[config.mk]
export PLATFORM = sky130hd
export DESIGN_NAME = tff_counter_ctrl
export DESIGN_NICKNAME = d
export VERILOG_FILES = /design/src/rtl/tff_ctrl_pkg.sv /design/src/rtl/tff_bank.sv /design/src/rtl/tff_counter_ctrl.sv
export SDC_FILE = /design/constraint.sdc
export NUM_CORES = 1
export LEC_CHECK = 0
export CAP_MARGIN = 40
export CORE_MARGIN = 4
export CORE_UTILIZATION = 25
export DETAILED_ROUTE_END_ITERATION = 10
export GPL_TIMING_DRIVEN = 0
export HOLD_SLACK_MARGIN = 0.12
export MAX_ROUTING_LAYER = met4
export PLACE_DENSITY = 0.58
export SLEW_MARGIN = 20
export SYNTH_ARGS = -nofsm -noshare
export SYNTH_HDL_FRONTEND = slang
export SYNTH_HIERARCHICAL = 1
export SYNTH_SLANG_ARGS = --single-unit
[constraint.sdc]
create_clock -name clk -period 2.7 [get_ports clk]
set_clock_uncertainty 0.2 [all_clocks]
set_input_delay 0.54 -clock clk [delete_from_list [all_inputs] [get_ports clk]]
set_output_delay 0.54 -clock clk [all_outputs]
set_load 0.005 [all_outputs]
[src/rtl/tff_ctrl_pkg.sv]
// tff_ctrl_pkg: shared mode encodings, controller states and Gray helpers
package tff_ctrl_pkg;
  localparam logic [1:0] MODE_UP   = 2'b00;
  localparam logic [1:0] MODE_DOWN = 2'b01;
  localparam logic [1:0] MODE_GRAY = 2'b10;
  localparam logic [1:0] MODE_HOLD = 2'b11;
  typedef enum logic [1:0] {ST_IDLE, ST_RUN, ST_PAUSE, ST_DONE} state_t;
  function automatic logic [7:0] bin2gray(input logic [7:0] b);
    return b ^ (b >> 1);
  endfunction
  function automatic logic [7:0] gray2bin(input logic [7:0] g);
    logic [7:0] b;
    b[7] = g[7];
    for (int i = 6; i >= 0; i--) b[i] = b[i+1] ^ g[i];
    return b;
  endfunction
endpackage

[src/rtl/tff_bank.sv]
// tff_bank: WIDTH independent async-reset toggle flip-flops
module tff_bank #(
  parameter int WIDTH = 3
) (
  input  logic             clk,
  input  logic             reset,
  input  logic [WIDTH-1:0] t,
  output logic [WIDTH-1:0] q
);
  for (genvar i = 0; i < WIDTH; i++) begin : g_tff
    logic r;
    // each bit flips on its own toggle enable
    always_ff @(posedge clk or posedge reset) begin
      if (reset) r <= 1'b0;
      else r <= r ^ t[i];
    end
    assign q[i] = r;
  end
endmodule

[src/rtl/tff_counter_ctrl.sv]
// tff_counter_ctrl: sequences a T-FF bank as up/down/Gray counter with load, steps and pause
module tff_counter_ctrl
  import tff_ctrl_pkg::*;
#(
  parameter int WIDTH  = 3,
  parameter int STEP_W = 8
) (
  input  logic              clk,
  input  logic              reset,
  input  logic              start,
  input  logic              stop,
  input  logic [1:0]        mode,
  input  logic [STEP_W-1:0] steps,
  input  logic              load_en,
  input  logic [WIDTH-1:0]  load_val,
  output logic [WIDTH-1:0]  q,
  output logic [WIDTH-1:0]  t_en,
  output logic              busy,
  output logic              done,
  output logic              tc
);
  state_t              state, st_nx;
  logic [1:0]          mode_r;
  logic [STEP_W-1:0]   cnt;
  logic [WIDTH-1:0]    t_up, t_dn, t_gr, t_run, t_nx, q_nx, nb, wrap;
  logic                start_go, run_go, load_go, tc_nx;
  assign start_go = state == ST_IDLE && start && !stop;
  assign run_go   = state == ST_RUN && !stop;
  assign load_go  = state == ST_IDLE && load_en && !start;
  // binary up/down toggle chains: bit i flips when all lower bits are 1 (up) or 0 (down)
  always_comb begin
    t_up    = '0;
    t_dn    = '0;
    t_up[0] = 1'b1;
    t_dn[0] = 1'b1;
    for (int i = 1; i < WIDTH; i++) begin
      t_up[i] = t_up[i-1] & q[i-1];
      t_dn[i] = t_dn[i-1] & ~q[i-1];
    end
  end
  // Gray step: decode, increment modulo 2^WIDTH in a WIDTH-bit signal, re-encode
  assign nb    = WIDTH'(gray2bin(8'(q))) + WIDTH'(1);
  assign t_gr  = q ^ WIDTH'(bin2gray(8'(nb)));
  assign t_run = mode_r == MODE_UP ? t_up : mode_r == MODE_DOWN ? t_dn :
                 mode_r == MODE_GRAY ? t_gr : '0;
  assign t_nx  = run_go ? t_run : load_go ? q ^ load_val : '0;
  assign t_en  = reset ? '0 : t_nx;
  assign q_nx  = q ^ t_nx;
  assign wrap  = mode_r == MODE_DOWN ? '1 : '0;
  assign tc_nx = run_go && mode_r != MODE_HOLD && q_nx == wrap;
  // next-state selection; stop always takes priority over start
  always_comb begin
    st_nx = state;
    case (state)
      ST_IDLE:  st_nx = start_go ? (steps == '0 ? ST_DONE : ST_RUN) : ST_IDLE;
      ST_RUN:   st_nx = stop ? ST_PAUSE : cnt == STEP_W'(1) ? ST_DONE : ST_RUN;
      ST_PAUSE: st_nx = stop ? ST_IDLE : start ? ST_RUN : ST_PAUSE;
      default:  st_nx = ST_IDLE;
    endcase
  end
  // state, step counter, latched mode and registered status flags
  always_ff @(posedge clk or posedge reset) begin
    if (reset) begin
      state  <= ST_IDLE;
      cnt    <= '0;
      mode_r <= MODE_UP;
      busy   <= 1'b0;
      done   <= 1'b0;
      tc     <= 1'b0;
    end else begin
      state <= st_nx;
      busy  <= st_nx == ST_RUN || st_nx == ST_PAUSE;
      done  <= st_nx == ST_DONE;
      tc    <= tc_nx;
      if (start_go) begin
        mode_r <= mode;
        cnt    <= steps;
      end else if (run_go) begin
        cnt <= cnt - STEP_W'(1);
      end
    end
  end
  tff_bank #(.WIDTH(WIDTH)) u_bank (
    .clk   (clk),
    .reset (reset),
    .t     (t_en),
    .q     (q)
  );
endmodule

; ---- Word-level counts from Yosys, hierarchy flattened
; Index checks and enable logic that the tools add are counted.
[word_totals]
reg_bits = 18
output_inout_bits = 9
elab_cells = 64
[classes]
n_addsub = 2
n_eq_ne = 10
mux = 16
bitwise_logic = 13
n_reduce_logical = 14
[ops]
columns = op, n
row1 = $mux W3, 7
row2 = $mux W8, 2
row3 = $mux W2, 6
row4 = $xor A3 B3 Y3, 3
row5 = $eq A2 B2 Y1 const B, 4
row6 = $eq A8 B1 Y1 const B, 1
row7 = $logic_not A8 Y1, 1
row8 = $sub A8 B1 Y8 const B, 1
row9 = $logic_and A1 B1 Y1, 7
row10 = $eq A2 B1 Y1 const B, 3
row11 = $pmux W2 S3, 1
row12 = $xor A1 B1 Y1, 5
row13 = $logic_not A2 Y1, 2
row14 = $add A3 B1 Y3 const B, 1
row15 = $eq A3 B3 Y1, 1
row16 = $xor A3 B2 Y3, 1
row17 = $and A1 B1 Y1, 2
row18 = $logic_not A1 Y1, 2
row19 = $ne A2 B2 Y1 const B, 1
row20 = $not A1 Y1, 2
row21 = $reduce_bool A2 Y1, 1
row22 = $logic_or A1 B1 Y1, 1

; ---- Logic depth before layout (Yosys ltp)
[logic_depth]
word_depth = 12
mapped_depth = 8
mapped_depth_nobuf = 8

; ---- Cells and area by module
; Netlist, hierarchy kept.
[by_module_without_submodules]
columns = mod, n_inst, cells_per_inst, area_each_um2, seq_area_each_um2
row1 = tff_counter_ctrl, 1, 116, 988.4, 375.4
row2 = tff_bank, 1, 10, 127.6, 75.1

; ---- Worst setup path after synthesis
; Ideal clock, no wire load.
[synth_path]
path_type = flip-flop to output port
from = register u_bank.g_tff[0].r
to = output port t_en[2]
arrival_ps = 1626
required_ps = 1960
path_slack_ps = 334
stages_incl_launch_ff = 7
cell_sequence = dfrtp_1 -> buf_4 -> clkbuf_1 -> or4b_4 -> a21oi_4 -> a21oi_1 -> nor2_1
[synth_via]
elab_chain_len = 9
elab_cells_between_ends = 12
cone_classes = 1 x add/sub / 5 x mux / 6 x bitwise
[synth_lines]
columns = element, line_no
row1 = start: declaration, tff_bank.sv:11  ; logic r;
row2 = start signal: assignment, tff_bank.sv:15  ; else r <= r ^ t[i];
row3 = $xor A1 B1 Y1, tff_ctrl_pkg.sv:14  ; for (int i = 6; i >= 0; i--) b[i] = b[i+1] ^ g[i];
row4 = $add A3 B1 Y3, tff_counter_ctrl.sv:42  ; assign nb = WIDTH'(gray2bin(8'(q))) + WIDTH'(1);
row5 = $xor A3 B2 Y3, tff_ctrl_pkg.sv:9  ; return b ^ (b >> 1);
row6 = $xor A3 B3 Y3, tff_counter_ctrl.sv:43  ; assign t_gr = q ^ WIDTH'(bin2gray(8'(nb)));
row7 = $mux W3, tff_counter_ctrl.sv:45  ; mode_r == MODE_GRAY ? t_gr : '0;
row8 = $mux W3, tff_counter_ctrl.sv:44  ; assign t_run = mode_r == MODE_UP ? t_up : mode_r == MODE_DOWN ? t_dn :
row9 = $mux W3 *, tff_counter_ctrl.sv:44
row10 = $mux W3 *, tff_counter_ctrl.sv:46  ; assign t_nx = run_go ? t_run : load_go ? q ^ load_val : '0;
row11 = $mux W3 *, tff_counter_ctrl.sv:47  ; assign t_en = reset ? '0 : t_nx;
row12 = end: declaration, tff_counter_ctrl.sv:17  ; output logic [WIDTH-1:0] t_en,
; Every way passes the cells marked *; elsewhere a longest branch is shown, timed or not.

; ---- Worst setup path in the final report
[layout_path]
from = register u_bank.g_tff[1].r
to = register u_bank.g_tff[1].r
[layout_via]
elab_chain_len = 11
elab_cells_between_ends = 13
cone_classes = 1 x add/sub / 6 x mux / 6 x bitwise
[layout_lines]
columns = element, line_no
row1 = start: declaration, tff_bank.sv:11
row2 = start signal: assignment, tff_bank.sv:15
row3 = $xor A1 B1 Y1 (2 in a row), tff_ctrl_pkg.sv:14
row4 = $add A3 B1 Y3, tff_counter_ctrl.sv:42
row5 = $xor A3 B2 Y3, tff_ctrl_pkg.sv:9
row6 = $xor A3 B3 Y3, tff_counter_ctrl.sv:43
row7 = $mux W3, tff_counter_ctrl.sv:45
row8 = $mux W3 (2 in a row), tff_counter_ctrl.sv:44
row9 = $mux W3, tff_counter_ctrl.sv:46
row10 = $mux W3, tff_counter_ctrl.sv:47
row11 = $xor A1 B1 Y1 *, tff_bank.sv:15
; Marked as above.
; A chain may end at the register's enable or synchronous reset.

==> metrics.cfg <==
[critical_path]
crit_type=reg2reg
rr_worst_depth=17
path_max_fanout=4
worstSetupStartpoint=u_bank/g_tff[1].r$_DFF_PP0_
r2r_setup_slack_ns=0.03
arrival_ns=2.60
start_kind=register
timing.rr.end=u_bank/g_tff[1].r$_DFF_PP0_
crit_end=u_bank/g_tff[1].r$_DFF_PP0_
reg2reg_from=u_bank/g_tff[1].r$_DFF_PP0_
worst-endpoint-required_ns=2.64
end_kind=register

[logic_synthesis]
ys_ff_latch=18
synth-seq-area-share_pct=40.4
synth-compound-area-share_pct=17.4
ys.flop_type=dfrtp_1
yosysTopAreaCellShare_pct=40.4
muxShareOfSynthArea_pct=1.79
synth_edf_count=0
synth.cell_area_mm2=0.00112
synthAdderAreaFrac_pct=3.36
synth_top_area_cell=dfrtp_1
synthArstFlopShare_pct=100
synth_xor_area_share_pct=7.85
synth.avg_cell_area_um2=8.86
ys_types=38
synth_top_family_by_area=simple AND/OR/NAND/NOR gates
synth_nets=147
ys.warnings.count=6
ys_top_cells_by_area=dfrtp_1 40%, nand2_1 7.4%, xor2_1 4.7%
synthSimpleGateAreaFrac_pct=23.8
synth_cells=126

[cells_and_area]
seqCellArea_um2=457
layout_commonest_cell=buf_4
final_cell_mix=22 x buf_4, 21 x nand2_1, 19 x clkdlybuf4s50_1, 13 x dfrtp_1, 12 x buf_6
multi_input_area_um2=711
drive_above_1_share_pct=34.6
final_cells=237
antenna_cells=0
area_delta_synth_final_pct=68.3
nets=207
fillCellCount=429

[route]
vias=1126
via_per_inst=4.75
wl_per_cell_um=13.6
dr.pass1.iters=4
wl_um=3220
drc=0
ant_nets=0
drt_iter0_markers=43

[hold_path]
hp-start=stop
hp-class=in2reg

[cts]
cts_buffers=3
clock_path_buffers=2
cts-root-buf=clkbuf_8
insertion_delay_ns=0.25
cts_sinks=18
cts-htree-levels=1
path_clk_slew_ns=0.06
cts_tree=built

[placed_design]
placedCellCount=204
gp_congestion=0.815
numPortBuffers=26
dp_hpwl_um=2110

[timing]
finalCriticalPeriod_ns=2.67
hold_violations=0
slew_headroom_pct=60.0
setup_viol=0
period_share_pct=98.8
slew_violations=0
tns_ns=0
rsz0062_at_grt=true
worstMarginPinSlew_ns=0.599
fmax_mhz=375

[global_routing]
globalRouteTotalUtil_pct=12.4
grt-ovfl-total=0
grt_start_max_net_pins=16
grt_pass1_vias=1149
grt_pass1_wl_um=5170
grt_antenna_before_repair=0

[power_and_ir_drop]
peakVddDrop_uv=285
pwr_density_cell_mw_per_mm2=767
power.leakage_nw=0.827

[status]
status=finished, final reports clean

[floorplanning]
core_mm2=0.00432
core.rowCount=24
ioPinCount=27
die_x_um=74.8
initial_core_util_pct=25.8
die_h_um=74.8
die-area_mm2=0.00560

[run]
drv_cap=0

through the flow:
stage | utilization [%] | total power [mW] | hold slack (ns) | cell area (um2) | setup slack, ns
2_1_floorplan | - | 0.745 | 0.0936 | 1120 | 0.334
3_3_place_gp | 33.3 | 0.894 | 0.254 | 1440 | -0.788
3_5_place_dp | 33.3 | 0.918 | 0.256 | 1440 | -0.798
4_1_cts | 42.4 | 1.36 | 0.344 | 1830 | -0.0987
5_1_grt | 43.4 | 1.53 | 0.365 | 1880 | -0.0219
6_report | 43.4 | 1.44 | 0.363 | 1880 | 0.0312
power breakdown:
group | internal (mW) | switching, mW | leakage [nW]
registers | 0.350 | 0.0961 | 0.220
clock network | 0.129 | 0.0864 | 0.0288
logic | 0.437 | 0.341 | 0.578
critical path, cell delays in order, from the launching register on:
cell and delay [ns]:
dfrtp_2 0.47, xnor2_4 0.17, buf_6 0.13, nand2_4 0.06, a211oi_4 0.06, a21oi_2 0.13
nor2_2 0.05, buf_4 0.14, buf_6 0.10, buf_4 0.12, buf_4 0.12, buf_6 0.10
buf_4 0.12, buf_4 0.12, buf_4 0.12, buf_4 0.12, buf_6 0.11, xor2_2 0.13
Yosys cell counts, types with 2 or more instances:
cell type	n
o21ai_1	2
nand2_1	22
nor4_1	2
nand3_1	3
inv_1	6
ha_1	3
a21oi_1	4
xor2_1	6
xnor2_1	4
nand2b_1	3
buf_4	3
a31oi_1	3
mux2i_1	2
nor2_1	12
o211ai_1	2
clkbuf_1	3
dfrtp_1	18
o311ai_0	2
o21ai_0	6
a22oi_1	2
state kept, by name (all words and copies together) (netlist names):
name,cells
done,1
mode_r,2
state,2
busy,1
cnt,8
u_bank/g_tff.r,3
tc,1
layout make-up:
class	count	area share (%)
flip-flops and latches	18	24.3
inverters	6	1.20
well taps	52	3.46
multi-input cells	95	37.8
plain buffers	2	0.799
clock buffers	4	2.93
repair buffers	60	29.4
worst min-delay path by stage:
stage                                  end  slack (ns)  cells after the start
6_report                state[0]$_DFF_PP0_        0.36                      2
5_1_grt                 state[0]$_DFF_PP0_        0.37                      2
4_1_cts                 state[0]$_DFF_PP0_        0.34                      2
3_5_place_dp   u_bank/g_tff[0].r$_DFF_PP0_        0.26                      1
3_3_place_gp   u_bank/g_tff[0].r$_DFF_PP0_        0.25                      1
2_1_floorplan  u_bank/g_tff[0].r$_DFF_PP0_        0.09                      1
per-layer routing:
layer / GRT usage (%) / routed length (um) / up-vias
met2: 22.2 / 1700 / 21
li1: - / - / 563
met4: 2.37 / 4 / 0
met5: - / 0 / -
met3: 1.74 / 141 / 2
met1: 14.8 / 1370 / 540
kinds of logic (layout without fill, tap and decap cells):
group	count (synthesis)	in the layout
and+or+nand+nor	52	52
AOI/OAI and AO/OA	28	28
DFF	18	18
buffers and inverters	13	72
xor gates and xnor gates	10	10
adders and majority gates	3	3
muxes	2	2
timing repair:
item | 4_1_cts | 5_1_grt
setup buffers | 34 | 5
pin swaps | 11 | 9
gates cloned | 0 | 0
setup endpoints to repair | 3 | 6
resized for setup | 41 | 12
hold buffers | 0 | 0
Note: power is estimated with default switching activity, not from simulation.
